$ cat src/rtl/corescore_uart_arbiter.sv
// Round-robin arbiter that shares one byte-wide UART emitter among NUM_SRC
// byte streams, holding each grant until end-of-message or an idle timeout.
module corescore_uart_arbiter #(
  parameter int         NUM_SRC  = 4,
  parameter logic [7:0] EOM_BYTE = 8'h0A,
  parameter int         TIMEOUT  = 1024,
  localparam int        GW       = (NUM_SRC > 1) ? $clog2(NUM_SRC) : 1,
  localparam int        CW       = (TIMEOUT > 0) ? $clog2(TIMEOUT + 1) : 1
) (
  input  logic                 i_clk,
  input  logic                 i_rst,
  input  logic [8*NUM_SRC-1:0] i_tdata,
  input  logic [NUM_SRC-1:0]   i_tvalid,
  output logic [NUM_SRC-1:0]   o_tready,
  output logic [7:0]           o_data,
  output logic                 o_valid,
  input  logic                 i_ready,
  output logic [GW-1:0]        o_grant_id,
  output logic                 o_busy
);

  typedef enum logic {
    IDLE,
    LOCKED
  } state_t;

  state_t        r_state;
  logic [GW-1:0] r_grant;
  logic [CW-1:0] r_count;

  logic [7:0]    w_src_data;
  logic          w_src_valid;
  logic          w_xfer;
  logic          w_eom;
  logic          w_timeout;
  logic          w_found;
  logic [GW-1:0] w_sel;

  assign w_src_data  = i_tdata[{r_grant, 3'b000} +: 8];
  assign w_src_valid = i_tvalid[r_grant];
  assign w_xfer      = (r_state == LOCKED) && w_src_valid && i_ready;
  assign w_eom       = w_xfer && (w_src_data == EOM_BYTE);
  assign w_timeout   = (TIMEOUT > 0) && (r_count == CW'(TIMEOUT - 1)) && !w_src_valid;

  // Search starts just after the last grant, so the previous owner is tried last.
  always_comb begin
    w_found = 1'b0;
    w_sel   = r_grant;
    for (int i = 1; i <= NUM_SRC; i++) begin
      if (!w_found && i_tvalid[(int'(r_grant) + i) % NUM_SRC]) begin
        w_found = 1'b1;
        w_sel   = GW'((int'(r_grant) + i) % NUM_SRC);
      end
    end
  end

  assign o_data     = w_src_data;
  assign o_valid    = (r_state == LOCKED) && w_src_valid;
  assign o_busy     = (r_state == LOCKED);
  assign o_grant_id = r_grant;

  always_comb begin
    o_tready = '0;
    if (r_state == LOCKED) begin
      o_tready[r_grant] = i_ready;
    end
  end

  always_ff @(posedge i_clk) begin
    if (i_rst) begin
      r_state <= IDLE;
      r_grant <= GW'(NUM_SRC - 1);
      r_count <= '0;
    end else begin
      case (r_state)
        IDLE: begin
          r_count <= '0;
          if (w_found) begin
            r_state <= LOCKED;
            r_grant <= w_sel;
          end
        end
        LOCKED: begin
          if (w_eom || w_timeout) begin
            r_state <= IDLE;
          end
          // Stalling on i_ready with valid high keeps the counter cleared.
          if (TIMEOUT == 0 || w_src_valid) begin
            r_count <= '0;
          end else if (r_count != CW'(TIMEOUT - 1)) begin
            r_count <= r_count + 1'b1;
          end
        end
        default: r_state <= IDLE;
      endcase
    end
  end

endmodule

$ cat config.mk
export PLATFORM = sky130hd
export DESIGN_NAME = corescore_uart_arbiter
export DESIGN_NICKNAME = d
export VERILOG_FILES = /design/src/rtl/corescore_uart_arbiter.sv
export SDC_FILE = /design/constraint.sdc
export NUM_CORES = 1
export LEC_CHECK = 0
export ABC_AREA = 1
export CAP_MARGIN = 20
export CORE_MARGIN = 2
export CORE_UTILIZATION = 46
export DETAILED_ROUTE_END_ITERATION = 16
export PLACE_DENSITY = 0.85
export SYNTH_ARGS = -nofsm -noshare
export SYNTH_HDL_FRONTEND = slang
export SYNTH_SLANG_ARGS = --single-unit
$ cat constraint.sdc
create_clock -name i_clk -period 2.7 [get_ports i_clk]
set_input_delay 0.54 -clock i_clk [delete_from_list [all_inputs] [get_ports i_clk]]
set_output_delay 0.54 -clock i_clk [all_outputs]
set_load 0.01 [all_outputs]
[Word level (Yosys, flattened, before mapping)]
Cells that the tools add are included.
Word-level totals
  register bits after elaboration: 14
  output and inout bits: 16
  logic and storage cells: 75
Cells by class
  add/subtract/negate cells: 5
  order comparisons: 6
  equal/unequal tests: 4
  shift operators: 1
  mux-type cells: 31
  bitwise operators: 6
  reductions and logical operators: 19
Operator list (number)
  variable part select 32 x 6 -> 8 bit: 1
  2-to-1 mux 11 bit: 2
  one-hot mux 11 bit (2 select lines): 1
  less-than comparator 3 x 4 -> 1 bit (second input constant): 4
  2-to-1 mux 1 bit: 16
  adder 11 x 1 -> 11 bit (second input constant): 1
  equality test 11 x 10 -> 1 bit (second input constant): 1
  inequality test 11 x 10 -> 1 bit (second input constant): 1
  binary-select mux 1 bit (select 2 bit): 5
  equality test 8 x 4 -> 1 bit (second input constant): 1
  logical AND 1 bit: 8
  2-to-1 mux 2 bit: 4
  OR reduction 2 bit: 4
  adder 2 x 1 -> 2 bit (second input constant): 2
  adder 2 bit (second input constant): 2
  bitwise AND 1 bit (first input constant): 4
  bitwise AND 4 bit: 1
  zero test 1 bit: 4
  2-to-1 mux 4 bit: 1
  nonzero test 4 bit: 1
  less-than comparator 2 x 3 -> 1 bit (second input constant): 1
  inequality test 3 x 1 -> 1 bit (second input constant): 1
  AND reduction 3 bit: 1
  demux 1 bit (select 2 bit): 1
  other kinds (4): 4

[Logic depth before layout (Yosys ltp)]
Gate-level depths: netlist (run 1).
  depth after elaboration: 18
  gate-level depth with buffers: 13
  depth with buffers taken out: 11

[Least setup slack after synthesis (run 1)]
No wires, ideal clock.
  path kind: reg2reg
  start: register r_grant[0] (netlist: o_grant_id[0])
  end: register r_grant[1] (netlist: o_grant_id[1])
  data arrival time: 1713 ps
  required time: 2585 ps
  slack: 872 ps
  cell stages (with the launch flop): 13
  path buffers: 2
  period minus slack after synthesis: 1828 ps
  cell sequence: dfxtp_1 buf_6 inv_4 buf_4 ha_1 inv_1 nand3_1 nand2_1 nand3_1 nand2_1 inv_1 nand2_1 nand2_1
On the way
  cells in the longest elaborated chain, start to end: 15
RTL lines
  start, declared: RTL line 28  | logic [GW-1:0] r_grant;
  start signal, assigned: RTL line 72  | r_grant <= GW'(NUM_SRC - 1);
  start signal, assigned: RTL line 80  | r_grant <= w_sel;
  adder 2 x 1 -> 2 bit: RTL line 50, 52
  binary-select mux 1 bit (select 2 bit): RTL line 50  | if (!w_found && i_tvalid[(int'(r_grant) + i) % NUM_SRC]) begin
  2-to-1 mux 1 bit (implied by the code) (2 in a row): RTL line 50
  2-to-1 mux 1 bit: RTL line 50
  zero test 1 bit: RTL line 50
  logical AND 1 bit: RTL line 50
  2-to-1 mux 1 bit: RTL line 50
  zero test 1 bit: RTL line 50
  logical AND 1 bit: RTL line 50
  2-to-1 mux 1 bit: RTL line 50
  zero test 1 bit: RTL line 50
  logical AND 1 bit: RTL line 50
  nonzero test 4 bit (no source line) or 2-to-1 mux 1 bit (tied branches)
  AND reduction 3 bit (no source line)
Several ways; a longest one is shown, not always the timed one. The select of a mux whose other input is x is not followed.
A chain may end at the register's enable or synchronous reset.

[Worst setup path in the final report (run 1)]
  start: input i_tvalid[2]
  end: output o_valid
On the way
  cells in the longest elaborated chain, start to end: 3
RTL lines
  start, declared: RTL line 13  | input logic [NUM_SRC-1:0] i_tvalid,
  binary-select mux 1 bit (select 2 bit): RTL line 40  | assign w_src_valid = i_tvalid[r_grant];
  2-to-1 mux 1 bit (implied by the code): RTL line 40
  logical AND 1 bit: RTL line 58  | assign o_valid = (r_state == LOCKED) && w_src_valid;
  end, declared: RTL line 16  | output logic o_valid,
No other way between the ends. The select of a mux whose other input is x is not followed.

==> impl_metrics.tcl, run 1 <==
set metrics [dict create \
    status "complete, no violations" \
    dpl.hpwl_mm 2.99 \
    r2r-start "o_grant_id[1]" \
    cts_tree "yes" \
    p_sw_frac 0.473 \
    p_int_mw 0.748 \
    finalCriticalPeriod_ns 2.52 \
    cts_max_level 1 \
    post_cts_resize_count 0 \
    crit_required_ns 2.16 \
    cts.sinks 14 \
    relSlewSlack 0.715 \
    ir_drop_uv 715 \
    die_y_um 57.9 \
    powerDensity_nw_per_um2 738 \
    post_cts_buffers 0 \
    cts-root-buf "clkbuf_4" \
    clockBufferDepth 2 \
    sequentialPowerShare 0.182 \
    cts-buffers-inserted 3 \
    slowest_delay_ns 0.54 \
    grt_usage 0.231 \
    antenna_found_initial 0 \
    fin_area_um2 1920 \
    wire_per_inst_um 11.7 \
    met3_usage 0.0290 \
    areaGrowthSynthToFinish_pct 44.1 \
    routed_via_density 5.04 \
    fmax_ghz 0.398 \
    slew_viol_final 0 \
    first_pass_iters 4 \
    post-route-period-util 0.932 \
    clk_pin_slew_ns 0.08 \
    met1_usage 0.307 \
    ys_types 24 \
    critical_path_class "input pin to output pin" \
    slowest_stage "clkdlybuf4s50_1" \
    rsz0062_at_grt "false" \
    synth-seq-cells 14 \
    cp_cell_sequence "clkdlybuf4s50_1 > nand2_4 > nand3_2 > nand2_4 > nor2_1 > clkdlybuf4s50_1" \
    fin_nets 334 \
    combPwrFrac 0.710 \
    drive_above_1_share 0.0692 \
    ys_warn_count 0 \
    ys_seq_area_frac 0.210 \
    start_util 0.484 \
    cp_max_fo 7 \
    postRouteWirelength_mm 3.73 \
    core.rowCount 19 \
    syn_avg_cell_area_um2 5.68 \
    place_congestion 0.891 \
    hold_viol 0 \
    syn_area_um2 1340 \
    dr_total_vias 1613 \
    grt_pass1_vias 1418 \
    grt-ovfl-total 0 \
    hold_buffers 0 \
    cp_num_buf_inv 2 \
    grt_pass1_wl_mm 6.11 \
    syn_inst 235 \
    drc 0 \
    drt-initial-drc-count 117 \
    top_usage_layer "met2" \
    nFillCells 260 \
    postPlaceCellArea_um2 1890 \
    p_switching_mw 0.671 \
    min_from "r_count[10]" \
    crit_arrival_ns 1.98 \
    worst_pin_slew_ns 0.427 \
    port_buffers 54 \
    clock_skew_ns 0.00508 \
    layout_common_cells "nand2_1, clkdlybuf4s50_1, inv_1" \
    start_kind "input pin" \
    endpoint_kind "output pin" \
    worst_path_dominant_cell_family "buffers and inverters" \
    n_antenna_cell 0 \
    io_pins 55 \
    min_path_type "register to register" \
    ant_nets 0 \
    final_common_cell "nand2_1" \
    met2_usage 0.396 \
    core_um2 2760 \
    tns_ns 0 \
    setup-violations-final 0 \
    drv_cap 0 \
    fp.dieW_um 57.9 \
    grt_max_degree 21 \
    clkLatencyLatePin_ns 0.29 \
    synthesis.nets 279 \
    p_clk_frac 0.109 \
    dieArea_um2 3350 \
    critPathLaunch "i_tvalid[2]" \
    leakagePower_nw 0.941 \
]
==> cell type report <==
class                           instances  area, um2  share of cell area
Multi-Input combinational cell        175        855               0.444
Inverter                               39        151              0.0787
Sequential cell                        14        280               0.146
Timing Repair Buffer                   57        563               0.293
Clock buffer                            4       36.3              0.0189
Tap cell                               31       38.8              0.0202
==> worst min-delay path: stages (launching register included) <==
cell      delay, ns
dfxtp_1        0.32
nand2_1        0.06
a211oi_1       0.04
==> worst paths after layout <==
kind	to	slack, ns	cells after the start
min	r_count[10]	0.46	2
max reg2reg	o_grant_id[1]	0.90	10
max	o_valid	0.18	6
min reg2reg	r_count[10]	0.46	2
==> logic make-up after synthesis <==
group	share of synthesized area
AND/OR/NAND/NOR	0.492
buffers and inverters	0.150
AO/OA/AOI/OAI	0.101
flip-flops	0.210
adder cells (fa/ha/maj)	0.0469
==> flip-flops by register name (all words and copies together) (netlist names) <==
register / count
r_count: 11
o_grant_id: 2
o_busy: 1
==> power by group through the flow <==
stage,clock network [mW],registers [mW],logic [mW]
final,0.154,0.258,1.01
after global placement,0,0.263,0.998
after detailed placement,0,0.262,1.01
after CTS,0.154,0.258,1.02
after global routing,0.161,0.262,1.14
after floorplan,0,0.267,0.659
==> synthesized netlist by cell type <==
master	number	area, um2
nand3_2	4	40.0
buf_2	3	15.0
inv_1	37	139
nand3b_1	1	7.51
nand4_1	6	37.5
nor3_1	2	10.0
nand2_1	83	312
buf_4	1	7.51
nand2_4	3	33.8
a211oi_1	1	7.51
clkbuf_1	1	3.75
o21ai_1	5	25.0
nand2_2	3	18.8
dfxtp_1	14	280
ha_1	5	62.6
a21oi_1	11	55.1
inv_4	2	12.5
nor2_1	19	71.3
o211ai_1	2	15.0
a31oi_1	2	12.5
buf_6	2	22.5
nor2_4	1	11.3
o21ai_0	4	20.0
nand3_1	23	115
==> stage by stage <==
stage,util,hold slack (ns),worst slack [ns],power (mW),std cells
floorplan,-,0.432,0.872,0.926,235
global placement,0.685,0.443,0.213,1.26,316
detailed placement,0.685,0.448,0.179,1.27,316
CTS,0.698,0.460,0.170,1.43,320
global route,0.698,0.480,0.0904,1.56,320
finish,0.698,0.459,0.184,1.42,320
==> routing by layer <==
layer / up-vias / share of wire
li1: 850 / -
met2: 53 / 0.45
met1: 706 / 0.46
met4: 0 / 0.0091
met3: 4 / 0.081
met5: - / 0
No activity file was read; power rests on OpenSTA's default activity.
==> inputs of run 2 (changes only) <==
--- a/config.mk
+++ b/config.mk
@@ -8,9 +8,11 @@
 export ABC_AREA = 1
 export CAP_MARGIN = 20
 export CORE_MARGIN = 2
-export CORE_UTILIZATION = 46
+export CORE_UTILIZATION = 48
+export CTS_BUF_LIST = sky130_fd_sc_hd__clkbuf_4
 export DETAILED_ROUTE_END_ITERATION = 16
-export PLACE_DENSITY = 0.85
+export PLACE_DENSITY = 0.88
+export REMOVE_ABC_BUFFERS = 1
 export SYNTH_ARGS = -nofsm -noshare
 export SYNTH_HDL_FRONTEND = slang
 export SYNTH_SLANG_ARGS = --single-unit
==> impl_metrics.tcl, run 2 (synthesis gave the netlist of run 1 again) <==
set metrics [dict create \
    nFillCells 248 \
    leakagePower_nw 0.929 \
    hold_depth 2 \
    finalCriticalPeriod_ns 2.50 \
    io_pins 55 \
    hold_slack_ns 0.456 \
    drc 0 \
    r2r_cells 10 \
    cts_max_level 1 \
    status "complete, no violations" \
    first_pass_iters 4 \
    start_util 0.493 \
    cts-root-buf "clkbuf_4" \
    ant_nets 0 \
    p_total_mw 1.38 \
    tns_ns 0 \
    clockBufferDepth 2 \
    n_antenna_cell 0 \
    fin_ws_ns 0.196 \
    grt_max_degree 21 \
    grt_pass1_vias 1506 \
    clkLatencyLatePin_ns 0.28 \
    dieArea_um2 3220 \
    dpl.hpwl_mm 2.87 \
    min_path_type "register to register" \
    postRouteWirelength_mm 3.77 \
    post-route-period-util 0.927 \
    antenna_found_initial 0 \
    largest_reg_flops 11 \
    drv_cap 0 \
    start_kind "input pin" \
    post_cts_buffers 0 \
    crit_arrival_ns 1.96 \
    place_congestion 0.922 \
    fp.dieW_um 56.7 \
    rsz0062_at_grt "false" \
    clk_pin_slew_ns 0.08 \
    port_buffers 54 \
    core_um2 2710 \
    drt-initial-drc-count 120 \
    hold_path_end "r_count[10]" \
    areaGrowthSynthToFinish_pct 42.6 \
    post-place-ws_ns 0.174 \
    cts.sinks 14 \
    final_common_cell "nand2_1" \
    endpoint_kind "output pin" \
    grt_usage 0.246 \
    dr_total_vias 1661 \
    cts-buffers-inserted 3 \
    setup-violations-final 0 \
    fin_nets 333 \
    cp_max_fo 7 \
    multi_input_comb_area_um2 855 \
    r2r_slack_ns 0.87 \
    worst_pin_slew_ns 0.422 \
    powerDensity_nw_per_um2 723 \
    slew_viol_final 0 \
    r2r_end "o_grant_id[1]" \
    hold_buffers 0 \
    seq_area_um2 282 \
    fmax_ghz 0.399 \
    die_y_um 56.7 \
    relSlewSlack 0.719 \
    hold_viol 0 \
    r2r-start "o_grant_id[0]" \
    regMostFlops "r_count" \
    layout_common_cells "nand2_1, clkdlybuf4s50_1, inv_1" \
    crit_required_ns 2.16 \
    grt-ovfl-total 0 \
    min_from "r_count[10]" \
    cts_tree "yes" \
    core.rowCount 19 \
    ir_drop_uv 627 \
    routed_via_density 5.22 \
    grt_pass1_wl_mm 6.44 \
    wire_per_inst_um 11.8 \
    drive_above_1_share 0.0662 \
    clock_skew_ns 0.00496 \
    critical_path_class "input pin to output pin" \
]
[run 2: changes by cell type in the layout (fill, tap and decap cells not counted), sizes merged]
cell,previous run,this run
buf,3,2
clkbuf,4,3
[run 2: what timing repair did]
item                                    CTS  global route
resized for setup                         0             1
endpoints found under the setup margin    0             4
hold endpoints to repair                  0             0
[run 2: power breakdown]
group          internal (mW)  total [mW]  switching (mW)  leakage [nW]
registers              0.230       0.273          0.0429         0.114
clock network         0.0517       0.117          0.0649        0.0138
logic                  0.430       0.989           0.558         0.802
[run 2: worst max-delay path, stage by stage]
cell and delay (ns):
clkdlybuf4s50_1 0.48, nand2_1 0.09, nand3_2 0.12, nand2_4 0.10
nor2_1 0.10, clkdlybuf4s50_1 0.54
[run 2: worst max path at each step]
stage / depth (start not counted) / to / from
CTS: 6 / o_data[5] / o_grant_id[0]
global placement: 6 / o_valid / i_tvalid[1]
global route: 6 / o_valid / i_tvalid[1]
finish: 6 / o_valid / i_tvalid[3]
detailed placement: 6 / o_valid / i_tvalid[3]
floorplan: 10 / o_grant_id[1] / o_grant_id[0]
[run 2: metrics by stage]
stage	util	instances	area, um2
after floorplan	-	228	1290
after global placement	0.694	315	1880
after detailed placement	0.694	315	1880
after CTS	0.702	318	1900
after global routing	0.703	318	1900
final	0.703	318	1900
[run 2: cell type report]
type / instances / area share
clock buffer: 3 / 0.0118
timing repair buffer: 56 / 0.292
inverter: 39 / 0.0795
multi-input combinational: 175 / 0.449
tap: 31 / 0.0204
sequential: 14 / 0.148
[run 2: per-layer routing]
metal / share of wire / wire, um / GRT usage
met2: 0.47 / 1770 / 0.440
met4: 0.019 / 72 / 0.0831
met1: 0.44 / 1650 / 0.301
met5: 0 / 0 / 0
met3: 0.073 / 275 / 0.0323
==> inputs of run 3 (changes only) <==
--- a/config.mk
+++ b/config.mk
@@ -7,11 +7,9 @@
 export LEC_CHECK = 0
 export ABC_AREA = 1
 export CAP_MARGIN = 20
-export CORE_MARGIN = 2
-export CORE_UTILIZATION = 48
-export CTS_BUF_LIST = sky130_fd_sc_hd__clkbuf_4
+export CORE_UTILIZATION = 46
 export DETAILED_ROUTE_END_ITERATION = 16
-export PLACE_DENSITY = 0.88
+export PLACE_DENSITY = 0.85
 export REMOVE_ABC_BUFFERS = 1
 export SYNTH_ARGS = -nofsm -noshare
 export SYNTH_HDL_FRONTEND = slang
==> impl_metrics.tcl, run 3 (synthesis gave the netlist of run 1 again) <==
set metrics [dict create \
    rsz0062_at_grt "false" \
    antenna_found_initial 0 \
    endpoint_kind "output pin" \
    die_y_um 55.9 \
    p_total_mw 1.41 \
    finalCriticalPeriod_ns 2.53 \
    clkLatencyLatePin_ns 0.28 \
    grt_pass1_vias 1438 \
    start_kind "register" \
    met3_length_um 178 \
    r2r_slack_ns 0.75 \
    dieArea_um2 3120 \
    wl_met2_mm 1.69 \
    post-route-period-util 0.938 \
    crit_required_ns 2.16 \
    critical_path_class "register to output pin" \
    grt_pass1_wl_mm 6.31 \
    crit_arrival_ns 1.99 \
    regMostFlops "r_count" \
    start_util 0.484 \
    seq_area_um2 280 \
    cts.sinks 14 \
    relSlewSlack 0.714 \
    n_antenna_cell 0 \
    dp.cells 316 \
    core_um2 2760 \
    setup-violations-final 0 \
    cts-root-buf "clkbuf_4" \
    min_path_type "register to register" \
    cts_max_level 1 \
    place_congestion 0.887 \
    grt_max_degree 21 \
    powerDensity_nw_per_um2 735 \
    post_cts_buffers 0 \
    slew_viol_final 0 \
    tns_ns 0 \
    fp.dieW_um 55.9 \
    postRouteWirelength_mm 3.70 \
    routed_via_density 4.91 \
    ant_nets 0 \
    dpl.hpwl_mm 2.93 \
    cp_max_fo 13 \
    final_core_util 0.698 \
    status "complete, no violations" \
    drive_above_1_share 0.0692 \
    cts-buffers-inserted 3 \
    port_buffers 54 \
    leakagePower_nw 0.941 \
    core.rowCount 19 \
    grt-ovfl-total 0 \
    drt-initial-drc-count 68 \
    drv_cap 0 \
    finalNonFillerCells 320 \
    cts_tree "yes" \
    io_pins 55 \
    clockBufferDepth 2 \
    hold_buffers 0 \
    dr_total_vias 1572 \
    multi_input_comb_area_um2 855 \
    top_layer "met4" \
    layout_common_cells "nand2_1, clkdlybuf4s50_1, inv_1" \
    first_pass_iters 6 \
    areaGrowthSynthToFinish_pct 44.1 \
    post_cts_resize_count 0 \
    drc 0 \
    clock_skew_ns 0.00168 \
    fmax_ghz 0.395 \
    drt-met1-wl_mm 1.80 \
    worst_pin_slew_ns 0.428 \
    hold_viol 0 \
    wire_per_inst_um 11.6 \
    final_common_cell "nand2_1" \
    grt_usage 0.249 \
    largest_reg_flops 11 \
    clk_pin_slew_ns 0.08 \
    nFillCells 269 \
    fin_nets 334 \
    ir_drop_uv 582 \
]
-- run 3: cell count changes in the layout (fill, tap and decap cells not counted) --
cell,change
buf_4,+1
clkbuf_8,+1
dfxtp_1,+1
dfxtp_2,-1
-- run 3: stage by stage --
step | setup slack, ns | hold WS [ns] | cell area, um2
6_report | 0.169 | 0.457 | 1920
2_1_floorplan | 0.587 | 0.431 | 1290
3_5_place_dp | 0.194 | 0.448 | 1890
5_1_grt | 0.0349 | 0.474 | 1920
4_1_cts | 0.166 | 0.459 | 1920
3_3_place_gp | 0.200 | 0.442 | 1890
-- run 3: layout make-up --
class                           count  area share
Tap cell                           31      0.0202
Sequential cell                    14       0.146
Inverter                           39      0.0787
Timing Repair Buffer               57       0.293
Clock buffer                        4      0.0189
Multi-Input combinational cell    175       0.444
-- run 3: final timing paths --
kind	cells after the start	endpoint	start
setup / recovery	5	o_tready[3]	o_grant_id[0]
hold / removal	2	r_count[10]	r_count[10]
setup reg to reg	10	o_grant_id[1]	o_grant_id[0]
hold reg to reg	2	r_count[10]	r_count[10]
-- run 3: worst max-delay path, cell delays in order, from the launching register on --
cell and delay, ns:
dfxtp_1 0.59, buf_4 0.27, ha_1 0.17, inv_1 0.04
nor2_1 0.09, clkdlybuf4s50_1 0.56
-- run 3: where the power goes --
group          total, mW  internal [mW]  leakage, nW  switching, mW
combinational      0.999          0.438        0.806          0.561
clock              0.149         0.0820       0.0210         0.0674
sequential         0.267          0.228        0.114         0.0388
-- run 3: routing by layer --
layer / vias to the layer above / track usage
li1: 852 / -
met1: 661 / 0.320
met2: 55 / 0.435
met3: 4 / 0.0488
met4: 0 / 0.0453
met5: - / 0
